===== config.mk =====
export PLATFORM = sky130hd
export DESIGN_NAME = esc_reg_pipe_flat
export DESIGN_NICKNAME = d
export VERILOG_FILES = /design/src/rtl/esc_reg_pipe_pkg.sv /design/src/rtl/esc_reg_pipe_if.sv /design/src/rtl/esc_reg_stage.sv /design/src/rtl/esc_reg_pipe.sv /design/src/flat_wrapper.sv
export SDC_FILE = /design/constraint.sdc
export NUM_CORES = 1
export LEC_CHECK = 0
export CORE_UTILIZATION = 40
export CTS_CLUSTER_SIZE = 12
export DETAILED_ROUTE_END_ITERATION = 12
export GPL_ROUTABILITY_DRIVEN = 0
export PLACE_DENSITY = 0.77
export REMOVE_ABC_BUFFERS = 1
export SLEW_MARGIN = 20
export SYNTH_ARGS = -nofsm -noshare
export SYNTH_HDL_FRONTEND = slang
export SYNTH_SLANG_ARGS = --single-unit

===== constraint.sdc =====
create_clock -name clk -period 1.2 [get_ports clk]
set_clock_uncertainty 0.15 [all_clocks]
set_input_delay 0.24 -clock clk [delete_from_list [all_inputs] [get_ports clk]]
set_output_delay 0.24 -clock clk [all_outputs]
set_load 0.005 [all_outputs]

===== src/rtl/esc_reg_pipe_pkg.sv =====
// Shared constants and the stage-entry record for the esc_reg_pipe writeback pipeline.
// ESC_REG_FWD_EN (optional macro) enables the forwarding compare in esc_reg_pipe.
package esc_reg_pipe_pkg;

    localparam int DW_DEF    = 32;
    localparam int AW_DEF    = 5;
    localparam int DEPTH_DEF = 3;
    localparam int ZERO_REG  = 0;

    typedef struct packed {
        logic              en;
        logic [AW_DEF-1:0] rd;
        logic [DW_DEF-1:0] wd;
    } stage_entry_t;

endpackage


===== src/rtl/esc_reg_pipe_if.sv =====
// Bus bundle between the pipeline control/issue side and esc_reg_pipe.
// ESC_REG_FWD_EN adds the forwarding query (rs_q) and result (fwd_hit, fwd_data).
interface esc_reg_pipe_if
    import esc_reg_pipe_pkg::*;
#(
    parameter int DW    = DW_DEF,
    parameter int AW    = AW_DEF,
    parameter int DEPTH = DEPTH_DEF
) ();

    logic             stall;
    logic             flush;
    logic             sel;
    logic             senial;
    logic [AW-1:0]    rd_in;
    logic [DW-1:0]    wd_in;
    logic             esc_reg;
    logic [AW-1:0]    rd_out;
    logic [DW-1:0]    wd_out;
    logic [DEPTH-1:0] stage_en;
`ifdef ESC_REG_FWD_EN
    logic [AW-1:0]    rs_q;
    logic             fwd_hit;
    logic [DW-1:0]    fwd_data;
`endif

    modport master (
        output stall, flush, sel, senial, rd_in, wd_in,
        input  esc_reg, rd_out, wd_out, stage_en
`ifdef ESC_REG_FWD_EN
        , output rs_q
        , input  fwd_hit, fwd_data
`endif
    );

    modport slave (
        input  stall, flush, sel, senial, rd_in, wd_in,
        output esc_reg, rd_out, wd_out, stage_en
`ifdef ESC_REG_FWD_EN
        , input  rs_q
        , output fwd_hit, fwd_data
`endif
    );

endinterface


===== src/rtl/esc_reg_stage.sv =====
// One pipeline stage register holding {en, rd, wd}.
// Priority: reset > flush > stall > load.
module esc_reg_stage
    import esc_reg_pipe_pkg::*;
#(
    parameter int DW = DW_DEF,
    parameter int AW = AW_DEF
) (
    input  logic          clk,
    input  logic          reset,
    input  logic          flush,
    input  logic          stall,
    input  logic          d_en,
    input  logic [AW-1:0] d_rd,
    input  logic [DW-1:0] d_wd,
    output logic          q_en,
    output logic [AW-1:0] q_rd,
    output logic [DW-1:0] q_wd
);

    // Flush only kills the enable; rd/wd are don't-care once en is low.
    always_ff @(posedge clk) begin
        if (reset) begin
            q_en <= 1'b0;
            q_rd <= '0;
            q_wd <= '0;
        end else if (flush) begin
            q_en <= 1'b0;
        end else if (!stall) begin
            q_en <= d_en;
            q_rd <= d_rd;
            q_wd <= d_wd;
        end
    end

endmodule


===== src/rtl/esc_reg_pipe.sv =====
// Register-write-enable pipeline: carries {en, rd, wd} through DEPTH stages to writeback.
// Define ESC_REG_FWD_EN to add the rs_q forwarding compare (fwd_hit / fwd_data).
module esc_reg_pipe
    import esc_reg_pipe_pkg::*;
#(
    parameter int DW    = DW_DEF,
    parameter int AW    = AW_DEF,
    parameter int DEPTH = DEPTH_DEF
) (
    input  logic         clk,
    input  logic         reset,
    esc_reg_pipe_if.slave bus
);

    logic             enter_en;
    logic [DEPTH-1:0] en_q;
    logic [AW-1:0]    rd_q [DEPTH];
    logic [DW-1:0]    wd_q [DEPTH];

    // Register 0 is hardwired, so an instruction targeting it never writes.
    assign enter_en = (bus.sel | bus.senial) & (bus.rd_in != AW'(ZERO_REG));

    generate
        for (genvar i = 0; i < DEPTH; i++) begin : g_stage
            logic          d_en;
            logic [AW-1:0] d_rd;
            logic [DW-1:0] d_wd;

            if (i == 0) begin : g_head
                assign d_en = enter_en;
                assign d_rd = bus.rd_in;
                assign d_wd = bus.wd_in;
            end else begin : g_body
                assign d_en = en_q[i-1];
                assign d_rd = rd_q[i-1];
                assign d_wd = wd_q[i-1];
            end

            esc_reg_stage #(
                .DW (DW),
                .AW (AW)
            ) u_stage (
                .clk   (clk),
                .reset (reset),
                .flush (bus.flush),
                .stall (bus.stall),
                .d_en  (d_en),
                .d_rd  (d_rd),
                .d_wd  (d_wd),
                .q_en  (en_q[i]),
                .q_rd  (rd_q[i]),
                .q_wd  (wd_q[i])
            );
        end
    endgenerate

    assign bus.esc_reg  = en_q[DEPTH-1];
    assign bus.rd_out   = rd_q[DEPTH-1];
    assign bus.wd_out   = wd_q[DEPTH-1];
    assign bus.stage_en = en_q;

`ifdef ESC_REG_FWD_EN
    // Scan oldest to youngest so the youngest matching stage wins.
    always_comb begin
        bus.fwd_hit  = 1'b0;
        bus.fwd_data = '0;
        for (int i = DEPTH - 1; i >= 0; i--) begin
            if (en_q[i] && (rd_q[i] == bus.rs_q) && (bus.rs_q != AW'(ZERO_REG))) begin
                bus.fwd_hit  = 1'b1;
                bus.fwd_data = wd_q[i];
            end
        end
    end
`endif

endmodule


===== src/flat_wrapper.sv =====
// flat-port wrapper written by rule: the top's interface ports become plain ports
module esc_reg_pipe_flat import esc_reg_pipe_pkg::*;
#(
    parameter int DW    = DW_DEF,
    parameter int AW    = AW_DEF,
    parameter int DEPTH = DEPTH_DEF
)
  (clk, reset, bus_stall, bus_flush, bus_sel, bus_senial, bus_rd_in, bus_wd_in, bus_esc_reg, bus_rd_out, bus_wd_out, bus_stage_en);
  esc_reg_pipe_if #(.DW(DW), .AW(AW), .DEPTH(DEPTH)) bus_i ();
  input  logic clk;
  input  logic reset;
  input wire logic [$bits(bus_i.stall)-1:0] bus_stall;
  input wire logic [$bits(bus_i.flush)-1:0] bus_flush;
  input wire logic [$bits(bus_i.sel)-1:0] bus_sel;
  input wire logic [$bits(bus_i.senial)-1:0] bus_senial;
  input wire logic [$bits(bus_i.rd_in)-1:0] bus_rd_in;
  input wire logic [$bits(bus_i.wd_in)-1:0] bus_wd_in;
  output wire logic [$bits(bus_i.esc_reg)-1:0] bus_esc_reg;
  output wire logic [$bits(bus_i.rd_out)-1:0] bus_rd_out;
  output wire logic [$bits(bus_i.wd_out)-1:0] bus_wd_out;
  output wire logic [$bits(bus_i.stage_en)-1:0] bus_stage_en;
  assign bus_i.stall = bus_stall;
  assign bus_i.flush = bus_flush;
  assign bus_i.sel = bus_sel;
  assign bus_i.senial = bus_senial;
  assign bus_i.rd_in = bus_rd_in;
  assign bus_i.wd_in = bus_wd_in;
  assign bus_esc_reg = bus_i.esc_reg;
  assign bus_rd_out = bus_i.rd_out;
  assign bus_wd_out = bus_i.wd_out;
  assign bus_stage_en = bus_i.stage_en;
  esc_reg_pipe #(.DW(DW), .AW(AW), .DEPTH(DEPTH)) u_core (.clk(clk), .reset(reset), .bus(bus_i));
endmodule

== After elaboration in Yosys (flattened, before gate mapping) ==
Cells that the tools add are included.

* RAM bits: 0
* ROM bits: 0
* Logic and storage cells: 16
* Memories: 0
* Register bits after elaboration: 114
* Latch bits: 0
* Input port bits: 43

* Div/mod/pow operators: 0
* Reductions and logical operators: 3
* Add/sub/neg operators: 0
* Multiplexer cells: 0
* Order comparisons: 0
* Bitwise gates (word level): 4
* Equality and inequality tests: 0
* Shift operators: 0
* Multiply operators: 0

{| class="wikitable"
|+ Operator list
! operator !! count
|-
| 5-bit nonzero test || 1
|-
| 1-bit inverter || 2
|-
| 2-bit AND reduction || 1
|-
| 2-bit OR reduction || 1
|-
| 1-bit bitwise AND || 1
|-
| 1-bit bitwise OR || 1
|}

== Longest topological paths before layout ==
Gate-level depths: netlist (run 1).

* Depth after elaboration: 2
* Depth in mapped cells: 6
* Gate-level depth less buffers: 3

== Modules after synthesis ==
A second synthesis (run 1) with hierarchy kept.

* Cell total of the unflattened synthesis: 518
* Area total of the unflattened synthesis: 4,854.7 um2

{| class="wikitable"
|+ By module, submodules not included
! module !! sequential area each (um2) !! cells an instance !! area an instance (um2) !! times used
|-
| esc_reg_stage || 760.7 || 171 || 1,605.3 || 3
|-
| esc_reg_pipe || 0.0 || 5 || 38.8 || 1
|}

== Worst setup path after synthesis (run 1) ==
Ideal clock, no wire load.

* Path kind: input to register
* Start point: input bus_stall
* End point: register u_core.g_stage[0].u_stage.q_rd[0]
* Stages on the path: 6
* Slack: -0.095 ns
* Setup time: 0.132 ns
* Required time: 0.918 ns
* Arrival time: 1.012 ns
* Path through: buf_2 > or2_4 > buf_6 > buf_6 > nand2_1 > a21oi_1

* Word-level cells in the longest chain between the ends: 2

{| class="wikitable"
|+ Ends and longest elaborated chain
! item !! RTL line !! text
|-
| start: declaration || flat_wrapper.sv:12 || <nowiki>input wire logic [$bits(bus_i.stall)-1:0] bus_stall;</nowiki>
|-
| 1-bit inverter (no source line) || n/a ||
|-
| 2-bit AND reduction (no source line) || n/a ||
|-
| end signal: assignment || esc_reg_stage.sv:31 || <nowiki>q_rd <= d_rd;</nowiki>
|-
| end: declaration || esc_reg_stage.sv:17 || <nowiki>output logic [AW-1:0] q_rd,</nowiki>
|}

Every way passes these cells.
A chain may end at the register's enable or synchronous reset.

== Worst setup path after layout (run 1) ==
* Start point: register u_core.g_stage[2].u_stage.q_rd[3]
* End point: output bus_rd_out[3]

{| class="wikitable"
|+ RTL lines
! item !! RTL line !! text
|-
| start: declaration || esc_reg_stage.sv:17 ||
|-
| start signal: assignment || esc_reg_stage.sv:31 ||
|-
| end: declaration || flat_wrapper.sv:19 || <nowiki>output wire logic [$bits(bus_i.rd_out)-1:0] bus_rd_out;</nowiki>
|}

No word-level cell between the ends.

==> impl_results.md, run 1 <==
* Power per Cell Area at 1670 nW/um^2
* Die Y at 102 um
* Clk slew on worst S/H paths at 0.05 ns
* Final #Nets at 637
* Ys Warns at 0
* Fill cells at 846
* Latest clock arrival within the worst-skew pair at 0.49 ns
* Area grow syn2layout at 43.2%
* Final Hold Vio Count at 0
* Sequential area share after synthesis at 56.9%
* Share of layout cells above drive strength 1 at 24.5%
* Failing checks: negative setup slack
* Final worst slack at -0.131 ns
* Count of different cell masters after synthesis at 15
* Slew HR at between 80 and 90%
* Most area-hungry cell type in the Yosys netlist: dfxtp_1
* Detailed-route DRC error count at 0
* Top cells by area, synth: dfxtp_1, nand2_1, a21oi_1
* Synthesized area per cell at 8.03 um^2
* Pre-antenna DRT Iters at 6
* Inst Count DP at 689
* WL per Instance at between 10 and 15 um
* HP Class: in -> reg
* Diodes inserted at 0
* Vias in the first global route at 3220
* Critical path data required time at 0.81 ns
* Largest fanout on the critical path at 2
* DP HPWL at about 5.1 mm
* Delay-heaviest family, CP: flip-flops
* Die width at 102 um
* Final Non-Filler Cells at 740
* Number of top-level pins at 84
* Max incr delay on CP at ~0.34 ns
* Root Buffer: clkbuf_8
* Synth Instances at around 500
* RSZ-0062 raised after global routing: true
* Total Wirelength at 8.75 mm
* Flop-to-flop setup slack at 0.26 ns
* FP Rows at 36
* CTS buffer count at 17
* Dpl ws at -0.544 ns
* Register Area at 2330 um^2
* Maximum VDD drop at ~0.94 mV
* Sink Count at 114
* Cell leakage power at 2.19 nW
* CP endpoint kind: output pin
* CTS tree: built
* Max Clk Rate at 0.751 GHz
* CP cell instances: buf_2
* Period utilization at 111%
* Synthesized cell area at 4010 um^2
* Port buffer count at just over 80
* Final Critical Period at between 1 and 1.5 ns
* Antenna Violating Nets Remaining at 0
* Register bit total from synthesis at 114
* Crit path buf inv count at 1
* Final setup viols at 41
* Max-cap violations at 0
* Die Area at 10400 um^2
* Worst-case clock buffer depth at 2
* GR Overflow Total at 0
* First-pass GRT wire length at 14.3 mm
* Actual slew at the worst max-slew pin at 0.271 ns
* Area share of the largest cell type after synthesis at between 50 and 60%
* Slew Limit Fails at 0
* WS Path Type: reg -> out
* Area of the core at 9730 um^2
* CP Launch Type: register
* Total global-route track usage at 17.7%
* Initial core utilization at 41.2%
* Critical Path Slowest Stage Cell: dfxtp_2
* Worst EP arrival at 0.94 ns
* DRT iter0 DRCs at 106
* Multi-input logic area at 1480 um^2
* Maximum level of the CTS H-tree at 4
* Initial antenna violation count at 0
* Vias at between 3000 and 4000
* Vias/cell at 4.81
* Hold WS at 0.00456 ns
* Largest net degree at the start of global routing at 53
* Run status: finished with violations
==> final timing paths <==
kind | startpoint | to | cells past startpoint
min | bus_rd_in[1] | u_core.g_stage[0].u_stage.q_rd[1] | 4
max | u_core.g_stage[2].u_stage.q_rd[3] | bus_rd_out[3] | 1
min reg2reg | u_core.g_stage[1].u_stage.q_wd[1] | u_core.g_stage[2].u_stage.q_wd[1] | 2
max reg2reg | u_core.g_stage[2].u_stage.q_wd[3] | u_core.g_stage[2].u_stage.q_wd[3] | 4
==> area by class of cell <==
type / instances / share of cell area, %
sequential: 114 / 40.6
tap: 133 / 2.90
multi-input combinational: 343 / 25.7
inverter: 1 / 0.0654
clock inverter: 13 / 3.20
clock buffer: 19 / 7.52
timing repair buffer: 117 / 20.0
==> metal layers <==
metal	GRT usage [%]	wire length, um	vias to the layer above
li1	-	-	1794
met1	20.2	3910	1669
met2	31.2	4380	91
met3	5.34	401	6
met4	6.81	56	0
met5	0	0	-
==> where the power goes <==
group	switching [W]	total [W]	leakage, nW	internal (W)
logic	0.000279	0.000553	0.949	0.000273
registers	0.0000416	0.00392	0.944	0.00387
clock network	0.00171	0.00514	0.294	0.00343
total	0.00203	0.00961	2.19	0.00757
==> registers in the layout, indices dropped and copies added (netlist names) <==
signal / count
u_core.g_stage.u_stage.q_rd: 15
u_core.g_stage.u_stage.q_en: 3
u_core.g_stage.u_stage.q_wd: 96
==> per-stage QoR <==
step | total power (W) | instance area (um^2) | utilization (%) | TNS (ns)
final | 0.00961 | 5740 | 59.0 | -4.56
after global routing | 0.00995 | 5740 | 59.0 | -6.38
after CTS | 0.00969 | 5560 | 57.1 | -5.73
after detailed placement | 0.00451 | 4930 | 50.7 | -54.67
after global placement | 0.00449 | 4930 | 50.7 | -50.41
after floorplan | 0.00416 | 3750 | - | -176.69
==> synthesized netlist by cell type <==
cell type,number
inv_1,1
buf_6,10
nor2_2,1
a21oi_1,111
a211oi_1,1
nand2_1,223
clkbuf_1,14
nor3_1,2
dfxtp_1,114
buf_4,4
or2_4,1
buf_2,13
or4_1,1
o221ai_1,1
mux2i_1,2
==> logic make-up (layout without fill, tap and decap cells) <==
| kind of cell | after synthesis | in the layout | share of synthesized area (%) |
|---|---|---|---|
| AND/OR/NAND/NOR | 228 | 228 | 21.7 |
| flip-flops | 114 | 114 | 56.9 |
| AO/OA/AOI/OAI | 113 | 113 | 14.3 |
| buffers and inverters | 42 | 150 | 6.59 |
| multiplexers | 2 | 2 | 0.500 |
==> cell usage in the layout, fill, tap and decap left out <==
master | synthesis | routed
or4_4 | 0 | 1
bufinv_16 | 0 | 4
dlygate4sd2_1 | 0 | 2
buf_4 | 4 | 25
a211oi_1 | 1 | 1
mux2i_1 | 2 | 2
o221ai_2 | 0 | 1
dlygate4sd3_1 | 0 | 2
buf_2 | 13 | 19
clkinv_4 | 0 | 2
nand2_1 | 223 | 223
nor3_1 | 2 | 2
dfxtp_1 | 114 | 74
nor2_4 | 0 | 1
buf_16 | 0 | 3
clkinv_2 | 0 | 3
a21oi_1 | 111 | 111
or2_4 | 1 | 1
inv_6 | 0 | 1
buf_6 | 10 | 22
clkbuf_8 | 0 | 2
buf_12 | 0 | 5
dfxtp_2 | 0 | 40
inv_1 | 1 | 1
clkdlybuf4s50_1 | 0 | 37
clkinvlp_4 | 0 | 3
clkbuf_16 | 0 | 16
dlymetal6s2s_1 | 0 | 2
clkbuf_1 | 14 | 1
==> timing repair <==
item / in CTS / in global routing
hold endpoints to repair: 12 / 1
setup endpoints to repair: 47 / 42
pin swaps: 1 / 1
hold buffers: 1 / 1
gates resized for setup: 212 / 22
gates cloned: 2 / 0
setup buffers: 9 / 6
Power figures use the tool's default switching activity.
==> inputs of run 2 (changes only) <==
- CELL_PAD_IN_SITES_DETAIL_PLACEMENT: default -> 0
- CELL_PAD_IN_SITES_GLOBAL_PLACEMENT: default -> 1
- CORE_UTILIZATION: 40 -> 36
- PLACE_DENSITY: 0.77 -> 0.84
- SYNTH_HIERARCHICAL: default -> 1
==> run 2 against run 1 <==
  * The run still ends with negative setup slack left
  * Clock power fell by 9.9%
  * Critical path depth stayed put
  * Die area grew 34%
  * Sequential share of layout area down 4.3 points
  * Power decreased by 4.0%
  * Cell count is 7.2% higher
  * Fmax increased by 7.0%
  * Wire length is 10% higher
  * Largest power group unchanged
==> impl_results.md, run 2 <==
* Die width at 118 um (+16%)
* Worst-case clock buffer depth at 2 (unchanged)
* Max incr delay on CP at 0.34 ns (about the same)
* Detailed-route DRC error count at 0 (unchanged)
* CTS tree: built
* Int Pwr at 0.00727 W (-4.0%)
* Failing checks: negative setup slack
* Maximum VDD drop at 0.811 mV (-14%)
* Sequential area share after synthesis at 47.0% (-9.9 points)
* Dpl ws at -0.605 ns (-0.0613 ns)
* Register bit total from synthesis at 114 (unchanged)
* DP HPWL at 5.96 mm (+18%)
* First-pass GRT wire length at 16.2 mm (+13%)
* Total Wirelength at 9.63 mm (+10%)
* Slew HR at 86.1% (+4.2 points)
* CTS buffer count at 17 (unchanged)
* Clock Power Share at 50.2% (-3.3 points)
* Slew Limit Fails at 0 (unchanged)
* Number of synthesized flops with an enable pin at 0 (unchanged)
* Synth Instances at 518 (+3.8%)
* Period utilization at 104% (-7.2 points)
* Power per Cell Area at 1440 nW/um^2 (-14%)
* Synth Flop Type: dfxtp_1
* Final #Nets at 647 (+1.6%)
* Final worst slack at -0.0445 ns (+0.0869 ns)
* Fill cells at 1254 (+48%)
* Most frequent cells in the layout: or3b_1, a21oi_1, o21ai_0, dfxtp_1
* Total power at 0.00922 W (-4.0%)
* Share of synthesized registers carrying an async set or reset at 0% (unchanged)
* Port buffer count at 83 (unchanged)
* Diodes inserted at 0 (unchanged)
* Max reg flops at 96 (unchanged)
* FP Rows at 42 (+17%)
* Sink Count at 114 (unchanged)
* Largest regs: u_core/g_stage.u_stage/q_wd: 96 flops, u_core/g_stage.u_stage/q_rd: 15 flops, u_core/g_stage.u_stage/q_en: 3 flops
* Latest clock arrival within the worst-skew pair at 0.40 ns (-0.09 ns)
* Worst EP arrival at 0.85 ns (-0.09 ns)
* Share of layout cells above drive strength 1 at 25.4% (+0.90 points)
* Area grow syn2layout at 32.1%
* Ys Warns at 6 (+6)
* Root Buffer: clkbuf_16
* Die Y at 118 um (+16%)
* Maximum level of the CTS H-tree at 4 (unchanged)
* Most area-hungry cell type in the Yosys netlist: dfxtp_1
* WL per Instance at 12.1 um (+2.7%)
* GR Overflow Total at 0 (unchanged)
* Comb pwr share at 7.3% (+1.5 points)
* Clk slew on worst S/H paths at 0.05 ns (about the same)
* Top cells by area, synth: dfxtp_1, or3b_1, a21oi_1
* Critical Path Slowest Stage Cell: dfxtp_2
* Pre-antenna DRT Iters at 4 (-2)
* CP cell instances: buf_2
* Antenna Violating Nets Remaining at 0 (unchanged)
* Final setup viols at 41 (unchanged)
* # hold bufs at CTS at 0 (-1)
* Count of different cell masters after synthesis at 14 (-1)
* CP endpoint kind: output pin
* Sw Ratio at 21.1% (-0.023 points)
* CP Launch Type: register
* DRT iter0 DRCs at 190 (+79%)
* Initial core utilization at 36.8% (-4.4 points)
* Synth cell count leaders: dfxtp_1, a21oi_1, or3b_1
* Largest fanout on the critical path at 2 (unchanged)
* HP Class: in -> reg
* Critical path data required time at 0.81 ns (about the same)
* Final Critical Period at 1.24 ns (-0.0869 ns)
* Cell leakage power at 2.29 nW (+4.8%)
* Biggest register: u_core/g_stage.u_stage/q_wd
* Share of power burned in registers at 42.4% (+1.6 points)
* Synthesized area per cell at 9.37 um^2 (+17%)
* Vias/cell at 4.96 (+3.1%)
* Area of the core at 13200 um^2 (+36%)
* Actual slew at the worst max-slew pin at 0.206 ns (-0.0650 ns)
* Delay-heaviest family, CP: flip-flops
* Vias in the first global route at 3564 (+11%)
* Initial antenna violation count at 0 (unchanged)
* Crit path buf inv count at 1 (unchanged)
* Vias at 3932 (+10%)
* Area share of the largest cell type after synthesis at 47.0% (-9.9 points)
* Final Hold Vio Count at 0 (unchanged)
* Synthesized cell area at 4850 um^2 (+21%)
* Switch Pwr at 0.00195 W (-4.1%)
* Largest net degree at the start of global routing at 49 (-7.5%)
* Most frequent cell after synthesis: dfxtp_1
* RSZ-0062 raised after global routing: true
* WS Path Type: reg -> out
* Run status: finished with violations
* Max Clk Rate at 0.804 GHz (+7.0%)
* Number of top-level pins at 84 (unchanged)
* Max-cap violations at 0 (unchanged)
* Die Area at 14000 um^2 (+34%)
* Total global-route track usage at 14.4% (-3.3 points)
run 2: cell types whose count changed after synthesis, sizes merged, moves of 6 or more:
cell    before  now
buf         27   33
or3b         0  111
nand2      223    0
clkbuf      14   30
o21ai        0  111
run 2: tightest hold or removal path, stage by stage:
cell     delay (ns)
buf_6          0.17
or3b_1         0.14
a21oi_1        0.05
run 2: layout make-up:
class                      count  area [um^2]  area share (%)
sequential                   114         2330            36.4
multi-input combinational    341         2140            33.4
timing repair buffer         130         1160            18.1
clock buffer                  27          503            7.84
tap                          176          220            3.43
clock inverter                 5         50.0           0.780
run 2: metrics by stage:
| step | setup TNS [ns] | cells | utilization [%] | hold slack (ns) | instance area [um^2] |
|---|---|---|---|---|---|
| 5_1_grt | -2.35 | 793 | 48.6 | 0.109 | 6410 |
| 6_report | -0.696 | 793 | 48.6 | 0.0999 | 6410 |
| 4_1_cts | -1.84 | 790 | 48.1 | 0.0808 | 6340 |
| 3_3_place_gp | -13.45 | 753 | 44.5 | 0.305 | 5870 |
| 2_1_floorplan | -0.123 | 455 | - | 0.159 | 4430 |
| 3_5_place_dp | -15.46 | 753 | 44.5 | 0.311 | 5870 |
run 2: cell families after synthesis:
kind of cell | count (synthesis) | share of synthesized area [%]
buffers and inverters | 63 | 8.81
flip-flops | 114 | 47.0
multiplexers | 3 | 0.619
AND/OR/NAND/NOR | 115 | 20.5
AO/OA/AOI/OAI | 223 | 23.1
run 2: power groups by stage:
stage / sequential (W) / clock, W / combinational, W
floorplan: 0.00398 / 0 / 0.000147
global placement: 0.00398 / 0 / 0.000670
detailed placement: 0.00398 / 0 / 0.000686
CTS: 0.00391 / 0.00477 / 0.000680
global route: 0.00391 / 0.00496 / 0.000749
finish: 0.00391 / 0.00463 / 0.000677
run 2: routing by layer:
metal	part of all wire (%)	wire, um	global-route usage [%]	up-vias
met3	5.2	503	5.67	10
met2	46	4450	23.2	73
li1	-	-	-	2060
met5	0	0	0	-
met4	1.0	101	5.05	0
met1	47	4570	17.5	1789
run 2: path summary, 6_finish.rpt:
check	start	to	slack (ns)	cells past startpoint
worst min-delay path	bus_stall	u_core/g_stage[1].u_stage/q_wd[29]	0.1	3
worst max register to register	u_core/g_stage[1].u_stage/q_rd[0]	u_core/g_stage[2].u_stage/q_rd[0]	0.15	2
worst max-delay path	u_core/g_stage[2].u_stage/q_rd[1]	bus_rd_out[1]	-0.04	1
worst min register to register	u_core/g_stage[1].u_stage/q_wd[21]	u_core/g_stage[1].u_stage/q_wd[21]	0.32	2
run 2: what timing repair did:
item,in CTS,in global routing
pin swaps,3,2
gates resized for setup,209,9
buffers inserted,5,3
setup endpoints to repair,42,42
